**src/rtl/board_io_ring_if.sv**
```systemverilog
// Board I/O ring bundle: reset sources, pad pins, LED and amplifier signals.
// master = board/core side that drives the ring inputs; slave = the ring itself.
interface board_io_ring_if #(
    parameter int NUM_PINS = 32,
    parameter int NUM_LEDS = 8
);
    logic                rts;
    logic                ext_res_n;
    logic                cfg_halt;
    logic                nres;
    logic [NUM_PINS-1:0] pin_i;
    logic [NUM_PINS-1:0] pin_in_core;
    logic [NUM_PINS-1:0] pin_out_core;
    logic [NUM_PINS-1:0] pin_dir_core;
    logic [NUM_PINS-1:0] pin_o;
    logic [NUM_PINS-1:0] pin_oe;
    logic [NUM_LEDS-1:0] cog_led_in;
    logic [NUM_LEDS-1:0] led;
    logic                amp_en;

    modport master (
        output rts, ext_res_n, cfg_halt,
        output pin_i, pin_out_core, pin_dir_core, cog_led_in,
        input  nres, pin_in_core, pin_o, pin_oe, led, amp_en
    );

    modport slave (
        input  rts, ext_res_n, cfg_halt,
        input  pin_i, pin_out_core, pin_dir_core, cog_led_in,
        output nres, pin_in_core, pin_o, pin_oe, led, amp_en
    );
endinterface

```
**src/rtl/board_io_ring.sv**
```systemverilog
// Board I/O ring between FPGA pads and the Propeller core: reset sequencer,
// pin synchronisers, registered output enables, LED stretchers, amp enable.
// Ports: clk_cog (core clock), res (async active-high reset),
//   io (board_io_ring_if.slave): rts/ext_res_n/cfg_halt -> nres,
//   pin_i -> pin_in_core, pin_out_core/pin_dir_core -> pin_o/pin_oe,
//   cog_led_in -> led, amp_en.
// Optional macro BOARD_IO_GLITCH_FILTER_EN adds a 3-sample pin input filter.
module board_io_ring #(
    parameter int NUM_PINS    = 32,
    parameter int SYNC_STAGES = 2,
    parameter int RESET_HOLD  = 16,
    parameter int NUM_LEDS    = 8,
    parameter int LED_STRETCH = 1000,
    parameter int AMP_PIN     = 10
) (
    input logic            clk_cog,
    input logic            res,
    board_io_ring_if.slave io
);
    localparam int HCW = $clog2(RESET_HOLD + 1);
    localparam int LCW = $clog2(LED_STRETCH + 1);

    typedef enum logic {
        HOLD,
        RUN
    } state_t;

    // Reset-source synchronisers; reset to 0 so a request is pending
    // until the sources have been seen inactive for SYNC_STAGES edges.
    logic [SYNC_STAGES-1:0] rts_sync;
    logic [SYNC_STAGES-1:0] ext_sync;
    logic                   trigger;

    always_ff @(posedge clk_cog or posedge res) begin
        if (res) begin
            rts_sync <= '0;
            ext_sync <= '0;
        end else begin
            rts_sync <= {rts_sync[SYNC_STAGES-2:0], io.rts};
            ext_sync <= {ext_sync[SYNC_STAGES-2:0], io.ext_res_n};
        end
    end

    assign trigger = ~rts_sync[SYNC_STAGES-1] | ~ext_sync[SYNC_STAGES-1];

    // Reset sequencer
    state_t         state;
    state_t         state_nxt;
    logic [HCW-1:0] count;
    logic [HCW-1:0] count_nxt;
    logic           block;

    assign block = trigger | io.cfg_halt;

    always_ff @(posedge clk_cog or posedge res) begin
        if (res) begin
            state <= HOLD;
            count <= '0;
        end else begin
            state <= state_nxt;
            count <= count_nxt;
        end
    end

    always_comb begin
        state_nxt = state;
        count_nxt = count;
        unique case (state)
            HOLD: begin
                if (block) begin
                    count_nxt = '0;
                end else if (count == HCW'(RESET_HOLD - 1)) begin
                    state_nxt = RUN;
                    count_nxt = '0;
                end else begin
                    count_nxt = count + HCW'(1);
                end
            end
            RUN: begin
                if (block) begin
                    state_nxt = HOLD;
                    count_nxt = '0;
                end
            end
            default: begin
                state_nxt = HOLD;
                count_nxt = '0;
            end
        endcase
    end

    logic nres_q;
    assign nres_q  = (state == RUN);
    assign io.nres = nres_q;

    // Pad outputs: enables are forced off while the core is in reset
    logic [NUM_PINS-1:0] pin_o_q;
    logic [NUM_PINS-1:0] pin_oe_q;
    logic                amp_q;

    always_ff @(posedge clk_cog or posedge res) begin
        if (res) begin
            pin_o_q  <= '0;
            pin_oe_q <= '0;
            amp_q    <= 1'b0;
        end else begin
            pin_o_q  <= io.pin_out_core;
            pin_oe_q <= nres_q ? io.pin_dir_core : '0;
            amp_q    <= nres_q & io.pin_dir_core[AMP_PIN];
        end
    end

    assign io.pin_o  = pin_o_q;
    assign io.pin_oe = pin_oe_q;
    assign io.amp_en = amp_q;

    // Pin input synchronisers
    logic [NUM_PINS-1:0] psync [SYNC_STAGES];

    always_ff @(posedge clk_cog or posedge res) begin
        if (res) begin
            for (int i = 0; i < SYNC_STAGES; i++) begin
                psync[i] <= '0;
            end
        end else begin
            psync[0] <= io.pin_i;
            for (int i = 1; i < SYNC_STAGES; i++) begin
                psync[i] <= psync[i-1];
            end
        end
    end

`ifdef BOARD_IO_GLITCH_FILTER_EN
    // The synced value plus two older samples must agree; otherwise the
    // last accepted value is held.
    logic [NUM_PINS-1:0] hist1;
    logic [NUM_PINS-1:0] hist2;
    logic [NUM_PINS-1:0] held;
    logic [NUM_PINS-1:0] agree;
    logic [NUM_PINS-1:0] filt;

    always_comb begin
        agree = ~(psync[SYNC_STAGES-1] ^ hist1) & ~(hist1 ^ hist2);
        filt  = (agree & psync[SYNC_STAGES-1]) | (~agree & held);
    end

    always_ff @(posedge clk_cog or posedge res) begin
        if (res) begin
            hist1 <= '0;
            hist2 <= '0;
            held  <= '0;
        end else begin
            hist1 <= psync[SYNC_STAGES-1];
            hist2 <= hist1;
            held  <= filt;
        end
    end

    assign io.pin_in_core = filt;
`else
    assign io.pin_in_core = psync[SYNC_STAGES-1];
`endif

    // LED activity stretchers
    logic [LCW-1:0]      led_cnt [NUM_LEDS];
    logic [NUM_LEDS-1:0] led_q;

    always_ff @(posedge clk_cog or posedge res) begin
        if (res) begin
            for (int i = 0; i < NUM_LEDS; i++) begin
                led_cnt[i] <= '0;
            end
        end else begin
            for (int i = 0; i < NUM_LEDS; i++) begin
                if (io.cog_led_in[i]) begin
                    led_cnt[i] <= LCW'(LED_STRETCH);
                end else if (led_cnt[i] != '0) begin
                    led_cnt[i] <= led_cnt[i] - LCW'(1);
                end
            end
        end
    end

    always_comb begin
        led_q = '0;
        for (int i = 0; i < NUM_LEDS; i++) begin
            led_q[i] = (led_cnt[i] != '0);
        end
    end

    assign io.led = led_q;
endmodule

```
**src/flat_wrapper.sv**
```systemverilog
// flat-port wrapper written by rule: the top's interface ports become plain ports
module board_io_ring_flat 
#(
    parameter int NUM_PINS    = 32,
    parameter int SYNC_STAGES = 2,
    parameter int RESET_HOLD  = 16,
    parameter int NUM_LEDS    = 8,
    parameter int LED_STRETCH = 1000,
    parameter int AMP_PIN     = 10
)
  (clk_cog, res, io_rts, io_ext_res_n, io_cfg_halt, io_pin_i, io_pin_out_core, io_pin_dir_core, io_cog_led_in, io_nres, io_pin_in_core, io_pin_o, io_pin_oe, io_led, io_amp_en);
  board_io_ring_if #(.NUM_PINS(NUM_PINS), .NUM_LEDS(NUM_LEDS)) io_i ();
  input logic clk_cog;
  input logic res;
  input wire logic [$bits(io_i.rts)-1:0] io_rts;
  input wire logic [$bits(io_i.ext_res_n)-1:0] io_ext_res_n;
  input wire logic [$bits(io_i.cfg_halt)-1:0] io_cfg_halt;
  input wire logic [$bits(io_i.pin_i)-1:0] io_pin_i;
  input wire logic [$bits(io_i.pin_out_core)-1:0] io_pin_out_core;
  input wire logic [$bits(io_i.pin_dir_core)-1:0] io_pin_dir_core;
  input wire logic [$bits(io_i.cog_led_in)-1:0] io_cog_led_in;
  output wire logic [$bits(io_i.nres)-1:0] io_nres;
  output wire logic [$bits(io_i.pin_in_core)-1:0] io_pin_in_core;
  output wire logic [$bits(io_i.pin_o)-1:0] io_pin_o;
  output wire logic [$bits(io_i.pin_oe)-1:0] io_pin_oe;
  output wire logic [$bits(io_i.led)-1:0] io_led;
  output wire logic [$bits(io_i.amp_en)-1:0] io_amp_en;
  assign io_i.rts = io_rts;
  assign io_i.ext_res_n = io_ext_res_n;
  assign io_i.cfg_halt = io_cfg_halt;
  assign io_i.pin_i = io_pin_i;
  assign io_i.pin_out_core = io_pin_out_core;
  assign io_i.pin_dir_core = io_pin_dir_core;
  assign io_i.cog_led_in = io_cog_led_in;
  assign io_nres = io_i.nres;
  assign io_pin_in_core = io_i.pin_in_core;
  assign io_pin_o = io_i.pin_o;
  assign io_pin_oe = io_i.pin_oe;
  assign io_led = io_i.led;
  assign io_amp_en = io_i.amp_en;
  board_io_ring #(.NUM_PINS(NUM_PINS), .SYNC_STAGES(SYNC_STAGES), .RESET_HOLD(RESET_HOLD), .NUM_LEDS(NUM_LEDS), .LED_STRETCH(LED_STRETCH), .AMP_PIN(AMP_PIN)) u_core (.clk_cog(clk_cog), .res(res), .io(io_i));
endmodule
```
**config.mk**
```make
export PLATFORM = sky130hd
export DESIGN_NAME = board_io_ring_flat
export DESIGN_NICKNAME = d
export VERILOG_FILES = /design/src/rtl/board_io_ring_if.sv /design/src/rtl/board_io_ring.sv /design/src/flat_wrapper.sv
export SDC_FILE = /design/constraint.sdc
export NUM_CORES = 1
export LEC_CHECK = 0
export ABC_AREA = 1
export CAP_MARGIN = 0
export CORE_UTILIZATION = 30
export DETAILED_ROUTE_END_ITERATION = 10
export PLACE_DENSITY = 0.53
export SLEW_MARGIN = 15
export SYNTH_ARGS = -nofsm -noshare
export SYNTH_HDL_FRONTEND = slang
export SYNTH_SLANG_ARGS = --single-unit
```
**constraint.sdc**
```tcl
create_clock -name clk_cog -period 12.19 [get_ports clk_cog]
set_clock_uncertainty 0.1 [all_clocks]
set_input_delay 1.8285 -clock clk_cog [delete_from_list [all_inputs] [get_ports clk_cog]]
set_output_delay 1.8285 -clock clk_cog [all_outputs]
set_load 0.005 [all_outputs]
```
==> impl_metrics.yaml <==
pwr:
  pwr-share-seq_pct: 44.5
  powerDensity_nw_per_um2: 147
  p_leak_nw: 5.71
  peakVddDrop_mv: 0.0843
  total_power_mw: 1.75
  netSwitchingFraction_pct: 22.9
  p_int_mw: 1.35
  power_frac_comb_pct: 9.0
  clockPowerShare_pct: 46.5
  switchingPower_uw: 401
synthesis:
  syn_area_um2: 8610
  synth_most_common_cell: "dfrtp_1"
  synth_largest_area_cell: "dfrtp_1"
  ys_seq_elements: 218
  synthTopCellsByCount: "dfrtp_1, nand2_1, inv_1, nand3_1, nor2_1"
  synth_ff_type: "dfrtp_1"
  synth.distinct_cells: 28
  synthArstFlopShare_pct: 100
  synth_edf_count: 0
  syn_inst: 872
  avgSynthCellArea_um2: 9.87
  yosysSeqAreaShare_pct: 63.4
  synth_warnings: 0
  ys_top_cells_by_area: "dfrtp_1, nand2_1, inv_1, nand3_1, nor2_1"
  syn-num-nets: 990
  synth_top_area_share_pct: 63.4
clock_network:
  numCtsBuffers: 26
  ctsHoldBuffers: 0
  post-cts-setup-buffers: 0
  insertion_delay_ns: 0.52
  cts.path.max_buffers: 3
  root_buffer: "clkbuf_16"
  clk_pin_slew_ns: 0.06
  cts_max_level: 1
  ctsResizeCount: 0
  cts_tree: "built"
  numClockSinks: 218
floorplan:
  initial_utilization_pct: 30.7
  rows: 61
  dieHeight_um: 171
  core_um2: 28000
  pin_count: 215
  die_w_um: 171
  dieArea_um2: 29400
placed_design:
  finalWeightedCongestion: 0.767
  numPortBuffers: 214
  dpl.hpwl_um: 12800
timing:
  tns_ns: 0
  worstMarginPinSlew_ns: 0.976
  period_minus_slack_ns: 4.12
  slew_headroom_pct: 34.9
  rsz0062_at_grt: "no"
  final.period_utilization_pct: 33.8
  drv_slew: 0
  hold_violations: 0
  holdWs_ns: 0.241
  finalSetupViolCount: 0
  max_freq_mhz: 243
routing:
  drt_wl_total_um: 18400
  drc_errors: 0
  vias: 6226
  ant_nets: 0
  wire_per_inst_um: 12.4
  vias_per_cell: 4.22
  dr.pass1.iters: 4
  drt_iter0_markers: 259
grt:
  grt_pass1_wl_um: 30900
  antenna_found_initial: 0
  grt-ovfl-total: 0
  grt_pass1_vias: 6164
  grt_max_degree: 144
  track_usage_pct: 13.0
setup_path:
  criticalPathCategory: "reg2out"
  slowest_delay_ns: 0.48
  endpoint_kind: "primary output"
  cp_cell_sequence: "inv_1 > ha_1 > nand2_1 > nor2_2 > nand2_2 > clkdlybuf4s50_1"
  critPathLaunchType: "register"
  critPathSlowestCell: "clkdlybuf4s50_1"
  cp_data_required_time_ns: 10.26
  cp_data_arrival_time_ns: 2.19
  path_max_fanout: 6
final_layout:
  final_nets: 1197
  drive_above_1_share_pct: 8.56
  area_growth_pct: 38.3
  fillCellCount: 2729
  antennaDiodeCount: 0
hold_path:
  min_path_type: "reg2reg"
run:
  maxCapViolCount: 0
run_status:
  status: "finished, final reports clean"
## area by class of cell
class | count | area [um^2] | share of cell area [%]
repair buffers | 216 | 2160 | 18.1
flip-flops and latches | 218 | 5460 | 45.8
well taps | 378 | 473 | 3.97
clock buffers | 35 | 744 | 6.25
multi-input cells | 468 | 2330 | 19.6
clock inverters | 12 | 183 | 1.53
inverters | 149 | 567 | 4.76
## layer usage
metal  share of wire, %  up-vias  track usage, %
li1                   -     3118               -
met1                 44     2914            16.6
met2                 47      164            21.8
met3                6.5       30            3.27
met4                2.7        0            3.84
met5                  0        -               0
## sequential cells by signal, indices dropped and copies added (netlist names)
| name | cells |
|---|---|
| u_core.io.pin_o | 32 |
| u_core.rts_sync | 2 |
| u_core.ext_sync | 2 |
| u_core.psync | 32 |
| u_core.led_cnt | 80 |
| u_core.io.pin_in_core | 32 |
| u_core.io.pin_oe | 32 |
| u_core.count | 5 |
| u_core.io.nres | 1 |
## metrics by stage
step	instances	worst slack, ns	cell area, um^2	util, %
floorplan	872	4.30	8610	-
global placement	1429	7.86	11000	39.2
detailed placement	1429	7.84	11000	39.2
CTS	1476	8.01	11900	42.5
global route	1476	7.90	11900	42.5
finish	1476	8.07	11900	42.5
## power groups by stage
stage | sequential (mW) | combinational, mW | clock [mW]
6_report | 0.779 | 0.158 | 0.813
5_1_grt | 0.784 | 0.181 | 0.872
4_1_cts | 0.779 | 0.162 | 0.846
3_5_place_dp | 0.792 | 0.161 | 0
3_3_place_gp | 0.792 | 0.159 | 0
2_1_floorplan | 0.789 | 0.0897 | 0
## logic make-up (layout without fill, tap and decap cells)
| kind of cell | after synthesis | in the layout | synth area share [%] |
|---|---|---|---|
| buf+inv | 186 | 412 | 9.56 |
| simple gates | 407 | 407 | 22.4 |
| fa+ha+maj | 9 | 9 | 1.31 |
| xor+xnor | 4 | 4 | 0.407 |
| compound gates | 48 | 48 | 2.96 |
| flops | 218 | 218 | 63.4 |
## worst max-delay path: cells and delay by family (launching register included)
family	cells	cell delay, ns
flops	1	0.38
simple gates	3	0.43
fa+ha+maj	1	0.25
buf+inv	2	0.61
## cells in the final DEF, fill, tap and decap left out
master	synthesis	final
a211oi_1	1	1
inv_1	140	139
clkbuf_16	0	26
nor2_4	5	5
clkbuf_8	0	6
o211ai_1	2	2
bufinv_16	0	4
nand3_1	73	73
clkinv_2	0	3
nor2_2	15	15
clkinv_4	0	1
xor2_1	4	4
o31ai_1	1	1
ha_1	9	9
nand3b_1	13	13
nand4_1	30	30
clkinv_1	9	9
o21bai_1	1	1
clkdlybuf4s50_1	0	214
clkinvlp_4	0	3
buf_4	33	2
clkinv_8	0	1
nor2_1	67	67
a22oi_1	1	1
clkbuf_1	3	3
or2_2	5	5
nor3_1	3	3
o21ai_1	14	14
a21oi_1	10	10
nand3_2	8	8
nand2_2	12	12
o21ai_0	18	18
nand2_1	174	174
dfrtp_1	218	218
nand2_4	2	2
inv_8	0	1
## final timing paths
| path | start | endpoint | slack [ns] | cells past startpoint |
|---|---|---|---|---|
| min | u_core.psync[37] | u_core.io.pin_in_core[5] | 0.24 | 0 |
| min reg2reg | u_core.psync[37] | u_core.io.pin_in_core[5] | 0.24 | 0 |
| max in group asynchronous | res | u_core.psync[35] | 8.51 | 3 |
| max | u_core.led_cnt[40] | io_led[3] | 8.07 | 6 |
| max reg2reg | u_core.led_cnt[40] | u_core.led_cnt[41] | 10.62 | 7 |
| min in group asynchronous | res | u_core.io.pin_in_core[8] | 1.82 | 2 |
No activity file was read; power rests on OpenSTA's default activity.
